$ cat src/rtl/imm_gen_pipe.sv
// -----------------------------------------------------------------------------
// imm_gen_pipe
//   Registered immediate generator that sits between fetch and execute.
//   Each accepted instruction is decoded at capture time into an immediate
//   (sign-extended to XLEN), a 3-bit format code and the caller's opaque tag.
//   A two-entry buffer (output register + skid register) absorbs downstream
//   stalls. Order is strictly FIFO, and no entry is dropped or duplicated.
//
//   Optional feature macro: IMM_GEN_ZIMM_EN
//     defined   : SYSTEM opcode with funct3[2]=1 (CSRR*I) -> type 6, imm =
//                 zext(instr[19:15]); other SYSTEM -> type I.
//     undefined : every SYSTEM opcode -> type I. Type 6 is never produced.
//
// Parameters
//   XLEN   immediate/output width (32 or 64)
//   TAG_W  width of the passthrough tag
//
// Ports
//   clk        rising-edge clock
//   rst_n      asynchronous active-low reset
//   flush      synchronous flush; discards every buffered entry
//   in_valid   upstream instruction present
//   in_ready   buffer can accept (decoded from registered state only)
//   in_instr   32-bit instruction word
//   in_tag     passthrough tag
//   out_valid  result present
//   out_ready  downstream accepts
//   out_imm    immediate
//   out_type   0 R, 1 I, 2 S, 3 B, 4 U, 5 J, 6 Z, 7 ILLEGAL
//   out_tag    tag of the presented entry
// -----------------------------------------------------------------------------
module imm_gen_pipe #(
  parameter int XLEN  = 32,
  parameter int TAG_W = 5
) (
  input  logic             clk,
  input  logic             rst_n,
  input  logic             flush,
  input  logic             in_valid,
  output logic             in_ready,
  input  logic [31:0]      in_instr,
  input  logic [TAG_W-1:0] in_tag,
  output logic             out_valid,
  input  logic             out_ready,
  output logic [XLEN-1:0]  out_imm,
  output logic [2:0]       out_type,
  output logic [TAG_W-1:0] out_tag
);

  localparam logic [2:0] T_R   = 3'd0;
  localparam logic [2:0] T_I   = 3'd1;
  localparam logic [2:0] T_S   = 3'd2;
  localparam logic [2:0] T_B   = 3'd3;
  localparam logic [2:0] T_U   = 3'd4;
  localparam logic [2:0] T_J   = 3'd5;
  localparam logic [2:0] T_Z   = 3'd6;
  localparam logic [2:0] T_ILL = 3'd7;

  typedef enum logic [1:0] {
    ST_EMPTY = 2'd0,
    ST_ONE   = 2'd1,
    ST_TWO   = 2'd2
  } state_t;

  state_t             state_r;
  state_t             state_nxt_s;
  logic               in_ready_r;
  logic               out_valid_r;
  logic               in_fire_s;
  logic               out_fire_s;
  logic               load_out_in_s;
  logic               load_out_skid_s;
  logic               load_skid_s;
  logic [XLEN+2:0]    dec_s;

  logic [XLEN-1:0]    out_imm_r;
  logic [2:0]         out_type_r;
  logic [TAG_W-1:0]   out_tag_r;
  logic [XLEN-1:0]    skid_imm_r;
  logic [2:0]         skid_type_r;
  logic [TAG_W-1:0]   skid_tag_r;

  // Decode one instruction word into {format code, immediate}.
  function automatic logic [XLEN+2:0] decode(input logic [31:0] instr);
    logic [XLEN-1:0] imm_i;
    logic [XLEN-1:0] imm_s;
    logic [XLEN-1:0] imm_b;
    logic [XLEN-1:0] imm_u;
    logic [XLEN-1:0] imm_j;
    logic [XLEN-1:0] imm;
    logic [2:0]      typ;
    imm_i = {{(XLEN-12){instr[31]}}, instr[31:20]};
    imm_s = {{(XLEN-12){instr[31]}}, instr[31:25], instr[11:7]};
    imm_b = {{(XLEN-13){instr[31]}}, instr[31], instr[7], instr[30:25],
             instr[11:8], 1'b0};
    imm_u = {{(XLEN-32){instr[31]}}, instr[31:12], 12'b0};
    imm_j = {{(XLEN-21){instr[31]}}, instr[31], instr[19:12], instr[20],
             instr[30:21], 1'b0};
    typ = T_ILL;
    imm = {XLEN{1'b0}};
    case (instr[6:0])
      7'b0010011, 7'b0000011, 7'b1100111: begin
        typ = T_I;
        imm = imm_i;
      end
      // OP-IMM-32 only exists on RV64.
      7'b0011011: begin
        if (XLEN == 32'sd64) begin
          typ = T_I;
          imm = imm_i;
        end else begin
          typ = T_ILL;
          imm = {XLEN{1'b0}};
        end
      end
      7'b0100011: begin
        typ = T_S;
        imm = imm_s;
      end
      7'b1100011: begin
        typ = T_B;
        imm = imm_b;
      end
      7'b0110111, 7'b0010111: begin
        typ = T_U;
        imm = imm_u;
      end
      7'b1101111: begin
        typ = T_J;
        imm = imm_j;
      end
      7'b0110011, 7'b0111011: begin
        typ = T_R;
        imm = {XLEN{1'b0}};
      end
      7'b1110011: begin
`ifdef IMM_GEN_ZIMM_EN
        // funct3[2] selects the CSR immediate forms (CSRRWI/CSRRSI/CSRRCI).
        if (instr[14]) begin
          typ = T_Z;
          imm = {{(XLEN-5){1'b0}}, instr[19:15]};
        end else begin
          typ = T_I;
          imm = imm_i;
        end
`else
        typ = T_I;
        imm = imm_i;
`endif
      end
      default: begin
        typ = T_ILL;
        imm = {XLEN{1'b0}};
      end
    endcase
    return {typ, imm};
  endfunction

  assign dec_s      = decode(in_instr);
  assign in_fire_s  = in_valid & in_ready_r;
  assign out_fire_s = out_valid_r & out_ready;

  // State register plus registered handshake flags derived from next state.
  always_ff @(posedge clk or negedge rst_n) begin
    if (!rst_n) begin
      state_r     <= ST_EMPTY;
      in_ready_r  <= 1'b1;
      out_valid_r <= 1'b0;
    end else begin
      state_r     <= state_nxt_s;
      in_ready_r  <= (state_nxt_s != ST_TWO);
      out_valid_r <= (state_nxt_s != ST_EMPTY);
    end
  end

  // Next-state and buffer load selection; flush overrides every transition.
  always_comb begin
    state_nxt_s     = state_r;
    load_out_in_s   = 1'b0;
    load_out_skid_s = 1'b0;
    load_skid_s     = 1'b0;
    if (flush) begin
      state_nxt_s = ST_EMPTY;
    end else begin
      case (state_r)
        ST_EMPTY: begin
          if (in_fire_s) begin
            state_nxt_s   = ST_ONE;
            load_out_in_s = 1'b1;
          end else begin
            state_nxt_s = ST_EMPTY;
          end
        end
        ST_ONE: begin
          if (in_fire_s && !out_fire_s) begin
            state_nxt_s = ST_TWO;
            load_skid_s = 1'b1;
          end else if (in_fire_s && out_fire_s) begin
            state_nxt_s   = ST_ONE;
            load_out_in_s = 1'b1;
          end else if (out_fire_s) begin
            state_nxt_s = ST_EMPTY;
          end else begin
            state_nxt_s = ST_ONE;
          end
        end
        ST_TWO: begin
          // in_ready is low here, so only the drain transition exists.
          if (out_fire_s) begin
            state_nxt_s     = ST_ONE;
            load_out_skid_s = 1'b1;
          end else begin
            state_nxt_s = ST_TWO;
          end
        end
        default: begin
          state_nxt_s = ST_EMPTY;
        end
      endcase
    end
  end

  // Output and skid registers; contents only change on a load, so a stalled
  // output stays frozen.
  always_ff @(posedge clk or negedge rst_n) begin
    if (!rst_n) begin
      out_imm_r   <= {XLEN{1'b0}};
      out_type_r  <= 3'd0;
      out_tag_r   <= {TAG_W{1'b0}};
      skid_imm_r  <= {XLEN{1'b0}};
      skid_type_r <= 3'd0;
      skid_tag_r  <= {TAG_W{1'b0}};
    end else begin
      if (load_out_in_s) begin
        out_imm_r  <= dec_s[XLEN-1:0];
        out_type_r <= dec_s[XLEN+2:XLEN];
        out_tag_r  <= in_tag;
      end else if (load_out_skid_s) begin
        out_imm_r  <= skid_imm_r;
        out_type_r <= skid_type_r;
        out_tag_r  <= skid_tag_r;
      end
      if (load_skid_s) begin
        skid_imm_r  <= dec_s[XLEN-1:0];
        skid_type_r <= dec_s[XLEN+2:XLEN];
        skid_tag_r  <= in_tag;
      end
    end
  end

  assign in_ready  = in_ready_r;
  assign out_valid = out_valid_r;
  assign out_imm   = out_imm_r;
  assign out_type  = out_type_r;
  assign out_tag   = out_tag_r;

endmodule

$ cat config.mk
export PLATFORM = sky130hd
export DESIGN_NAME = imm_gen_pipe
export DESIGN_NICKNAME = d
export VERILOG_FILES = /design/src/rtl/imm_gen_pipe.sv
export SDC_FILE = /design/constraint.sdc
export NUM_CORES = 1
export LEC_CHECK = 0
export CORE_ASPECT_RATIO = 1.1
export CORE_MARGIN = 4
export CORE_UTILIZATION = 50
export CTS_CLUSTER_SIZE = 12
export DETAILED_ROUTE_END_ITERATION = 16
export PLACE_DENSITY = 0.79
export SLEW_MARGIN = 30
export SYNTH_ARGS = -nofsm -noshare
export SYNTH_HDL_FRONTEND = slang
export SYNTH_SLANG_ARGS = --single-unit
$ cat constraint.sdc
create_clock -name clk -period 2.52 [get_ports clk]
set_input_delay 0.504 -clock clk [delete_from_list [all_inputs] [get_ports clk]]
set_output_delay 0.504 -clock clk [all_outputs]
set_load 0.05 [all_outputs]
==> flow_summary.yaml, run 1 <==
drt:
  wl_um: 10100
  drc: 0
  top_layer: "met4"
  met2_length_um: 5070
  first_iter_violations: 251
  ant_nets: 0
  met3_wirelength_um: 561
  met1Wirelength_um: 4250
  wire_per_inst_um: 16.6
  first_pass_iters: 5
  num_vias: 3432
  routed_via_density: 5.62
sta:
  max_freq_ghz: 0.454
  rsz0062_at_grt: "false"
  min_period_ps: 2200
  slew_viol_final: 0
  worst_slew_pin_slew_ps: 797
  setup_viol: 0
  hold_viol: 0
  finalSetupTns_ps: 0
  fin_skew_ps: 11.1
  slew_headroom_pct: 46.9
  fin_crit_sh_pct: 87.5
critical_path:
  cp_top_family: "buffers and inverters"
  worstSetupPathType: "reg -> out"
  cpMaxStageDelayCell: "clkdlybuf4s50_1"
  path_buf_inv: 1
  max_stage_delay_ps: 800
  cp-start-kind: "register"
  crit_fanout: 3
  rr_worst_depth: 5
  worst-path-stages: 1
  cp_cell_sequence: "clkdlybuf4s50_1"
  cp.arrival_ps: 1700
  cp.required_ps: 2020
  setup.worst_path.end_class: "primary output"
logic_synthesis:
  synth_area_leaders: "dfrtp_1 53%, nand2_1 10%, a32oi_1 4.2%"
  synth-edff-count: 0
  yosysUniqueCellTypes: 48
  yosysWarnings: 0
  avgSynthCellArea_um2: 9.59
  yosysTopAreaCell: "dfrtp_1"
  yosysSeqAreaShare_pct: 53.6
  synthTopCellsByCount: "104 x nand2_1, 83 x dfrtp_1, 38 x nor2_1"
  synthCells: 409
  synth_seq_cells: 84
  synth_top_area_share_pct: 53.0
  synth_nets: 453
  syn_area_um2: 3920
  synth-async-reset-ratio_pct: 100
  synthFlopType: "dfrtp_1"
  yosysMostFrequentCell: "nand2_1"
grt:
  grt_util_all_layers_pct: 22.8
  grt_pass1_vias: 3447
  grt_pass1_wl_um: 16700
  gr-total-overflow: 0
  grt_start_max_net_pins: 65
  antenna_found_initial: 0
cts:
  cts_made_buffers: 9
  cts_resized: 0
  htree_levels: 3
  cts_tree: "built"
  clk_latency_ps: 360
  ctsHoldBuffers: 0
  postCtsSetupBuffers: 0
  clock_sinks: 84
  cts_buffer_depth: 2
  clk_pin_slew_ps: 80
  root_buffer: "clkbuf_8"
floorplan:
  die-height_um: 101
  dieArea_um2: 9320
  chipWidth_um: 92.4
  rows: 33
  initial_utilization_pct: 51.9
  core_um2: 7560
  num_io_pins: 84
run:
  cap_violations: 0
placement:
  place.gp.congestion: 0.910
  dpl.hpwl_um: 7150
  port-buffer-count: 83
pwr:
  p_int_mw: 2.96
  p_sw_mw: 1.60
  clockPowerShare_pct: 25.7
  leakagePower_nw: 2.35
  power_density_nw_per_um2: 880
  peakVddDrop_uv: 583
  fin_total_pwr_mw: 4.56
  switching_share_pct: 35.0
  sequentialPowerShare_pct: 42.6
  power_frac_comb_pct: 31.6
outcome:
  status: "finished, final reports clean"
hold_path:
  hold_path.class: "in -> async"
final_layout:
  drive_gt1_share_pct: 9.88
  nNetsFinal: 545
  areaGrowthSynthToFinish_pct: 32.2
  n_antenna_cell: 0
-- placed cells by master, fill, tap and decap left out, types with 3 or more instances in the layout --
cell / n
nand2_1: 104
dfrtp_1: 83
a32oi_1: 19
a22oi_1: 4
nor2_2: 3
a21o_1: 4
mux2_4: 4
nor2_1: 37
bufinv_16: 3
o21ai_1: 4
inv_1: 7
buf_4: 22
mux2i_1: 11
nor2b_1: 8
and2_1: 3
o21ai_0: 10
clkdlybuf4s50_1: 82
a31oi_1: 7
nand2b_1: 5
clkbuf_8: 10
a22o_1: 6
a221o_1: 6
a21oi_1: 32
-- worst paths after layout --
kind	start	end	slack [ps]
worst max-delay path	in_ready$_DFF_PN1_	in_ready	320
worst min-delay path	rst_n	out_tag[1]$_DFFE_PN0P_	220
worst max register to register	state_r[0]$_DFF_PN0_	out_imm[28]$_DFFE_PN0P_	560
worst min register to register	skid_tag_r[1]$_DFFE_PN0P_	skid_tag_r[1]$_DFFE_PN0P_	490
max in group asynchronous	rst_n	skid_imm_r[14]$_DFFE_PN0P_	1610
min in group clk	skid_tag_r[1]$_DFFE_PN0P_	skid_tag_r[1]$_DFFE_PN0P_	490
-- final cells by class --
class,instances,area [µm²]
Fill cell,609,2370
Inverter,7,26.3
Tap cell,105,131
Timing Repair Buffer,106,1030
Clock buffer,10,138
Multi-Input combinational cell,293,1650
Sequential cell,84,2100
Clock inverter,6,111
-- logic make-up (layout without fill, tap and decap cells) --
| group | Yosys count | count (layout) | share of synthesized area, % |
|---|---|---|---|
| mux | 15 | 15 | 4.34 |
| compound gates | 101 | 101 | 17.5 |
| fa+ha+maj | 2 | 2 | 0.638 |
| buf+inv | 32 | 129 | 4.40 |
| simple gates | 175 | 175 | 19.4 |
| flops | 84 | 84 | 53.6 |
-- per-stage QoR --
| step | area [µm²] | hold slack [ps] | instances | util (%) | worst slack, ps |
|---|---|---|---|---|---|
| final | 5180 | 218 | 611 | 68.6 | 316 |
| after global routing | 5180 | 287 | 611 | 68.6 | 270 |
| after global placement | 4930 | 457 | 595 | 65.3 | 158 |
| after detailed placement | 4930 | 472 | 595 | 65.3 | 105 |
| after CTS | 5180 | 249 | 611 | 68.6 | 295 |
| after floorplan | 3920 | 208 | 409 | - | 509 |
-- per-layer routing --
layer	global-route usage, %	vias to the layer above
li1	-	1609
met1	29.2	1676
met2	38.4	124
met3	4.03	23
met4	9.14	0
met5	0	-
-- power by group through the flow --
| stage | logic (mW) | registers (mW) | clock network, mW |
|---|---|---|---|
| detailed placement | 1.45 | 1.96 | 0 |
| floorplan | 0.457 | 2.40 | 0 |
| global route | 1.55 | 1.99 | 1.26 |
| global placement | 1.41 | 1.94 | 0 |
| finish | 1.44 | 1.94 | 1.17 |
| CTS | 1.46 | 1.94 | 1.19 |
-- state kept, by name, indices dropped and copies added (netlist names) --
| name | cells |
|---|---|
| in_ready | 1 |
| out_imm | 32 |
| out_tag | 5 |
| out_type | 3 |
| out_valid | 1 |
| skid_imm_r | 32 |
| skid_tag_r | 5 |
| skid_type_r | 3 |
| state_r | 2 |
Note: power is estimated with default switching activity, not from simulation.
==> inputs of run 2 (changes only) <==
--- a/config.mk
+++ b/config.mk
@@ -11,6 +11,7 @@
 export CTS_CLUSTER_SIZE = 12
 export DETAILED_ROUTE_END_ITERATION = 16
 export PLACE_DENSITY = 0.79
+export REMOVE_ABC_BUFFERS = 1
 export SLEW_MARGIN = 30
 export SYNTH_ARGS = -nofsm -noshare
 export SYNTH_HDL_FRONTEND = slang
==> flow_summary.yaml, run 2 (synthesized netlist as in run 1, its figures left out) <==
outcome:
  status: "finished, final reports clean"
critical_path:
  path_buf_inv: 1
  max_stage_delay_ps: 800
  cp_top_family: "buffers and inverters"
  setup.worst_path.end_class: "primary output"
  ff2ff_setup_slack_ps: 540
  worstSetupPathType: "reg -> out"
  cp_cell_sequence: "clkdlybuf4s50_1"
  reg2reg_to: "out_imm[29]$_DFFE_PN0P_"
  crit_fanout: 3
  cp.required_ps: 2020
  cp.arrival_ps: 1690
  cpMaxStageDelayCell: "clkdlybuf4s50_1"
  startpoint: "in_ready$_DFF_PN1_"
  r2r_start: "in_ready$_DFF_PN1_"
  rr_worst_depth: 7
  cp-start-kind: "register"
sta:
  max_freq_ghz: 0.456
  rsz0062_at_grt: "false"
  finalSetupTns_ps: 0
  slew_headroom_pct: 58.1
  setup_viol: 0
  worst_slew_pin_slew_ps: 629
  fin_crit_sh_pct: 86.9
  slew_viol_final: 0
  fin_skew_ps: 8.39
  min_period_ps: 2190
  hold_viol: 0
final_layout:
  fin_util_pct: 68.1
  areaGrowthSynthToFinish_pct: 31.2
  drive_gt1_share_pct: 10.4
  nNetsFinal: 549
  layout_common_cells: "104 x nand2_1, 83 x dfrtp_1, 82 x clkdlybuf4s50_1, 37 x nor2_1, 32 x a21oi_1"
  n_antenna_cell: 0
  fin_area_um2: 5140
  final_common_cell: "nand2_1"
  num-fill-cells: 609
drt:
  drc: 0
  first_pass_iters: 5
  ant_nets: 0
  first_iter_violations: 196
  num_vias: 3421
  wire_per_inst_um: 16.8
  routed_via_density: 5.56
  wl_um: 10300
floorplan:
  initial_utilization_pct: 51.9
  chipWidth_um: 92.4
  dieArea_um2: 9320
  num_io_pins: 84
  core_um2: 7560
  die-height_um: 101
  rows: 33
grt:
  grt_util_all_layers_pct: 22.8
  gr-total-overflow: 0
  grt_pass1_vias: 3475
  grt_pass1_wl_um: 16700
  antenna_found_initial: 0
  grt_start_max_net_pins: 45
cts:
  postCtsSetupBuffers: 0
  clk_latency_ps: 350
  ctsHoldBuffers: 0
  cts_made_buffers: 9
  htree_levels: 3
  root_buffer: "clkbuf_8"
  clk_pin_slew_ps: 90
  cts_resized: 0
  cts_buffer_depth: 2
  clock_sinks: 84
  cts_tree: "built"
hold_path:
  hold_path.class: "in -> async"
pwr:
  sequentialPowerShare_pct: 45.5
  p_int_mw: 2.67
  leakagePower_nw: 2.34
  switching_share_pct: 37.5
  power_density_nw_per_um2: 831
  clockPowerShare_pct: 20.7
  fin_total_pwr_mw: 4.27
  power_frac_comb_pct: 33.8
  p_sw_mw: 1.60
  peakVddDrop_uv: 449
placement:
  place_area_um2: 4960
  port-buffer-count: 83
  dpl.hpwl_um: 7330
  place.gp.congestion: 0.857
run:
  cap_violations: 0
[run 2: cell types whose count changed in the layout (fill, tap and decap cells not counted)]
cell / before / now
buf_4: 22 / 26
clkinvlp_4: 1 / 2
clkinv_4: 1 / 2
clkbuf_1: 0 / 1
bufinv_16: 3 / 0
[run 2: area by class of cell]
type | instances | area (µm²) | area share, %
Inverter | 7 | 26.3 | 0.511
Timing Repair Buffer | 110 | 1060 | 20.5
Sequential cell | 84 | 2100 | 40.9
Clock inverter | 5 | 37.5 | 0.730
Clock buffer | 11 | 141 | 2.75
Tap cell | 105 | 131 | 2.55
Multi-Input combinational cell | 293 | 1650 | 32.0
[run 2: worst max path at each step]
stage | endpoint | slack [ps] | cells after the start
2_1_floorplan | out_imm[30]$_DFFE_PN0P_ | -70 | 6
3_3_place_gp | out_imm[29]$_DFFE_PN0P_ | 90 | 9
3_5_place_dp | out_imm[31]$_DFFE_PN0P_ | 40 | 6
4_1_cts | in_ready | 320 | 1
5_1_grt | out_imm[29]$_DFFE_PN0P_ | 280 | 9
6_report | in_ready | 330 | 1
[run 2: stage by stage]
step	worst slack, ps	instances	hold WS [ps]
2_1_floorplan	-67.9	384	208
3_3_place_gp	93.4	599	459
3_5_place_dp	44.1	599	463
4_1_cts	316	615	156
5_1_grt	275	615	169
6_report	329	615	146
[run 2: routing by layer]
metal,part of all wire [%],up-vias,track usage [%]
met4,1.5,0,7.77
met2,49,118,37.9
met1,43,1673,29.6
met5,0,-,0
met3,5.6,12,5.08
li1,-,1618,-
[run 2: power by group through the flow]
stage / sequential (mW) / clock, mW / combinational, mW
5_1_grt: 1.98 / 0.947 / 1.56
2_1_floorplan: 2.40 / 0 / 0.438
6_report: 1.95 / 0.884 / 1.44
3_3_place_gp: 1.94 / 0 / 1.42
3_5_place_dp: 1.96 / 0 / 1.45
4_1_cts: 1.94 / 0.890 / 1.45
==> inputs of run 3 (changes only) <==
--- a/config.mk
+++ b/config.mk
@@ -11,6 +11,7 @@
 export CTS_CLUSTER_SIZE = 12
 export DETAILED_ROUTE_END_ITERATION = 16
 export PLACE_DENSITY = 0.79
+export RECOVER_POWER = 50
 export REMOVE_ABC_BUFFERS = 1
 export SLEW_MARGIN = 30
 export SYNTH_ARGS = -nofsm -noshare
==> flow_summary.yaml, run 3 (synthesized netlist as in run 1, its figures left out) <==
critical_path:
  cp_cell_sequence: "dlygate4sd3_1 > nand2_1 > inv_1 > ha_1 > nand2_1 > a211o_1 > nor2_2 > a221o_1"
  max_stage_delay_ps: 560
  setup.worst_path.end_class: "register"
  cp.arrival_ps: 2480
  crit_fanout: 10
  worstSetupPathType: "in -> reg"
  cp.required_ps: 2750
  crit_top_cell: "nand2_1"
  rr_worst_depth: 6
  cpMaxStageDelayCell: "dlygate4sd3_1"
  cp-start-kind: "input pin"
sta:
  slew_headroom_pct: 28.0
  hold_viol: 0
  hold_ws_ps: 341
  finalSetupTns_ps: 0
  setup_viol: 0
  worst_slew_pin_slew_ps: 1080
  fin_crit_sh_pct: 89.3
  rsz0062_at_grt: "false"
  slew_viol_final: 0
  min_period_ps: 2250
  fin_skew_ps: 7.65
  max_freq_ghz: 0.445
drt:
  wl_um: 10300
  ant_nets: 0
  first_pass_iters: 4
  routed_via_density: 5.53
  drc: 0
  num_vias: 3402
  first_iter_violations: 226
  wire_per_inst_um: 16.7
final_layout:
  final_common_cell: "nand2_1"
  drive_gt1_share_pct: 10.0
  fin_util_pct: 67.5
  nNetsFinal: 549
  n_antenna_cell: 0
  fin_area_um2: 5100
  areaGrowthSynthToFinish_pct: 30.1
  layout_common_cells: "104 x nand2_1, 83 x dfrtp_1, 77 x clkdlybuf4s50_1, 37 x nor2_1, 32 x a21oi_1"
  final_cells: 615
grt:
  antenna_found_initial: 0
  grt_pass1_vias: 3475
  grt_pass1_wl_um: 16700
  grt_util_all_layers_pct: 22.8
  grt_start_max_net_pins: 45
  gr-total-overflow: 0
placement:
  dpl.hpwl_um: 7330
  place.gp.congestion: 0.857
  port-buffer-count: 83
  place_area_um2: 4960
  place_inst: 599
cts:
  clock_sinks: 84
  cts_made_buffers: 9
  htree_levels: 3
  root_buffer: "clkbuf_8"
  cts_tree: "built"
  clk_pin_slew_ps: 90
  cts_buffer_depth: 2
  postCtsSetupBuffers: 0
  ctsHoldBuffers: 0
  cts_resized: 0
  clk_latency_ps: 350
floorplan:
  dieArea_um2: 9320
  num_io_pins: 84
  rows: 33
  chipWidth_um: 92.4
  core_um2: 7560
  initial_utilization_pct: 51.9
  die-height_um: 101
pwr:
  peakVddDrop_uv: 448
  leakagePower_nw: 2.33
  power_density_nw_per_um2: 834
outcome:
  status: "finished, final reports clean"
run:
  cap_violations: 0
hold_path:
  hold_path.class: "in -> async"
==> run 3: cell count changes in the layout (fill, tap and decap cells not counted), moves of 2 or more <==
| cell | delta |
|---|---|
| buf_12 | -2 |
| buf_4 | -2 |
| clkbuf_2 | +3 |
| clkdlybuf4s50_1 | -5 |
| dlygate4sd3_1 | +5 |
==> run 3: layout make-up <==
| type | instances | area (µm²) |
|---|---|---|
| multi-input combinational | 293 | 1640 |
| sequential | 84 | 2100 |
| inverter | 7 | 26.3 |
| fill | 614 | 2450 |
| tap | 105 | 131 |
| timing repair buffer | 110 | 1020 |
| clock buffer | 11 | 141 |
| clock inverter | 5 | 37.5 |
==> run 3: per-stage QoR <==
step / setup slack [ps] / total power [mW]
6_report: 271 / 4.26
5_1_grt: 157 / 4.48
4_1_cts: 316 / 4.28
3_5_place_dp: 44.1 / 3.41
2_1_floorplan: -67.9 / 2.84
3_3_place_gp: 93.4 / 3.37
==> run 3: path summary, 6_finish.rpt <==
check                                          start                   endpoint  slack [ps]
max                                        out_ready     out_imm[9]$_DFFE_PN0P_         270
min                                            rst_n  skid_imm_r[0]$_DFFE_PN0P_         340
max reg2reg                       in_ready$_DFF_PN1_  skid_imm_r[5]$_DFFE_PN0P_         450
min reg2reg                skid_tag_r[0]$_DFFE_PN0P_  skid_tag_r[0]$_DFFE_PN0P_         480
max in group asynchronous                      rst_n    out_imm[16]$_DFFE_PN0P_         610
min in group clk           skid_tag_r[0]$_DFFE_PN0P_  skid_tag_r[0]$_DFFE_PN0P_         480
==> run 3: metal layers <==
| layer | global-route usage [%] | wire length, µm |
|---|---|---|
| met3 | 5.08 | 690 |
| met4 | 7.77 | 176 |
| met5 | 0 | 0 |
| met1 | 29.6 | 4340 |
| met2 | 37.9 | 5050 |
==> run 3: worst max-delay path: cells and delay by family <==
kind | cells | cell delay (ps)
compound gates | 2 | 770
buf+inv | 2 | 640
simple gates | 3 | 370
fa+ha+maj | 1 | 190
==> run 3: where the power goes <==
group | switching [mW] | internal (mW) | total (mW)
registers | 0.221 | 1.72 | 1.95
clock network | 0.493 | 0.387 | 0.880
logic | 0.881 | 0.550 | 1.43
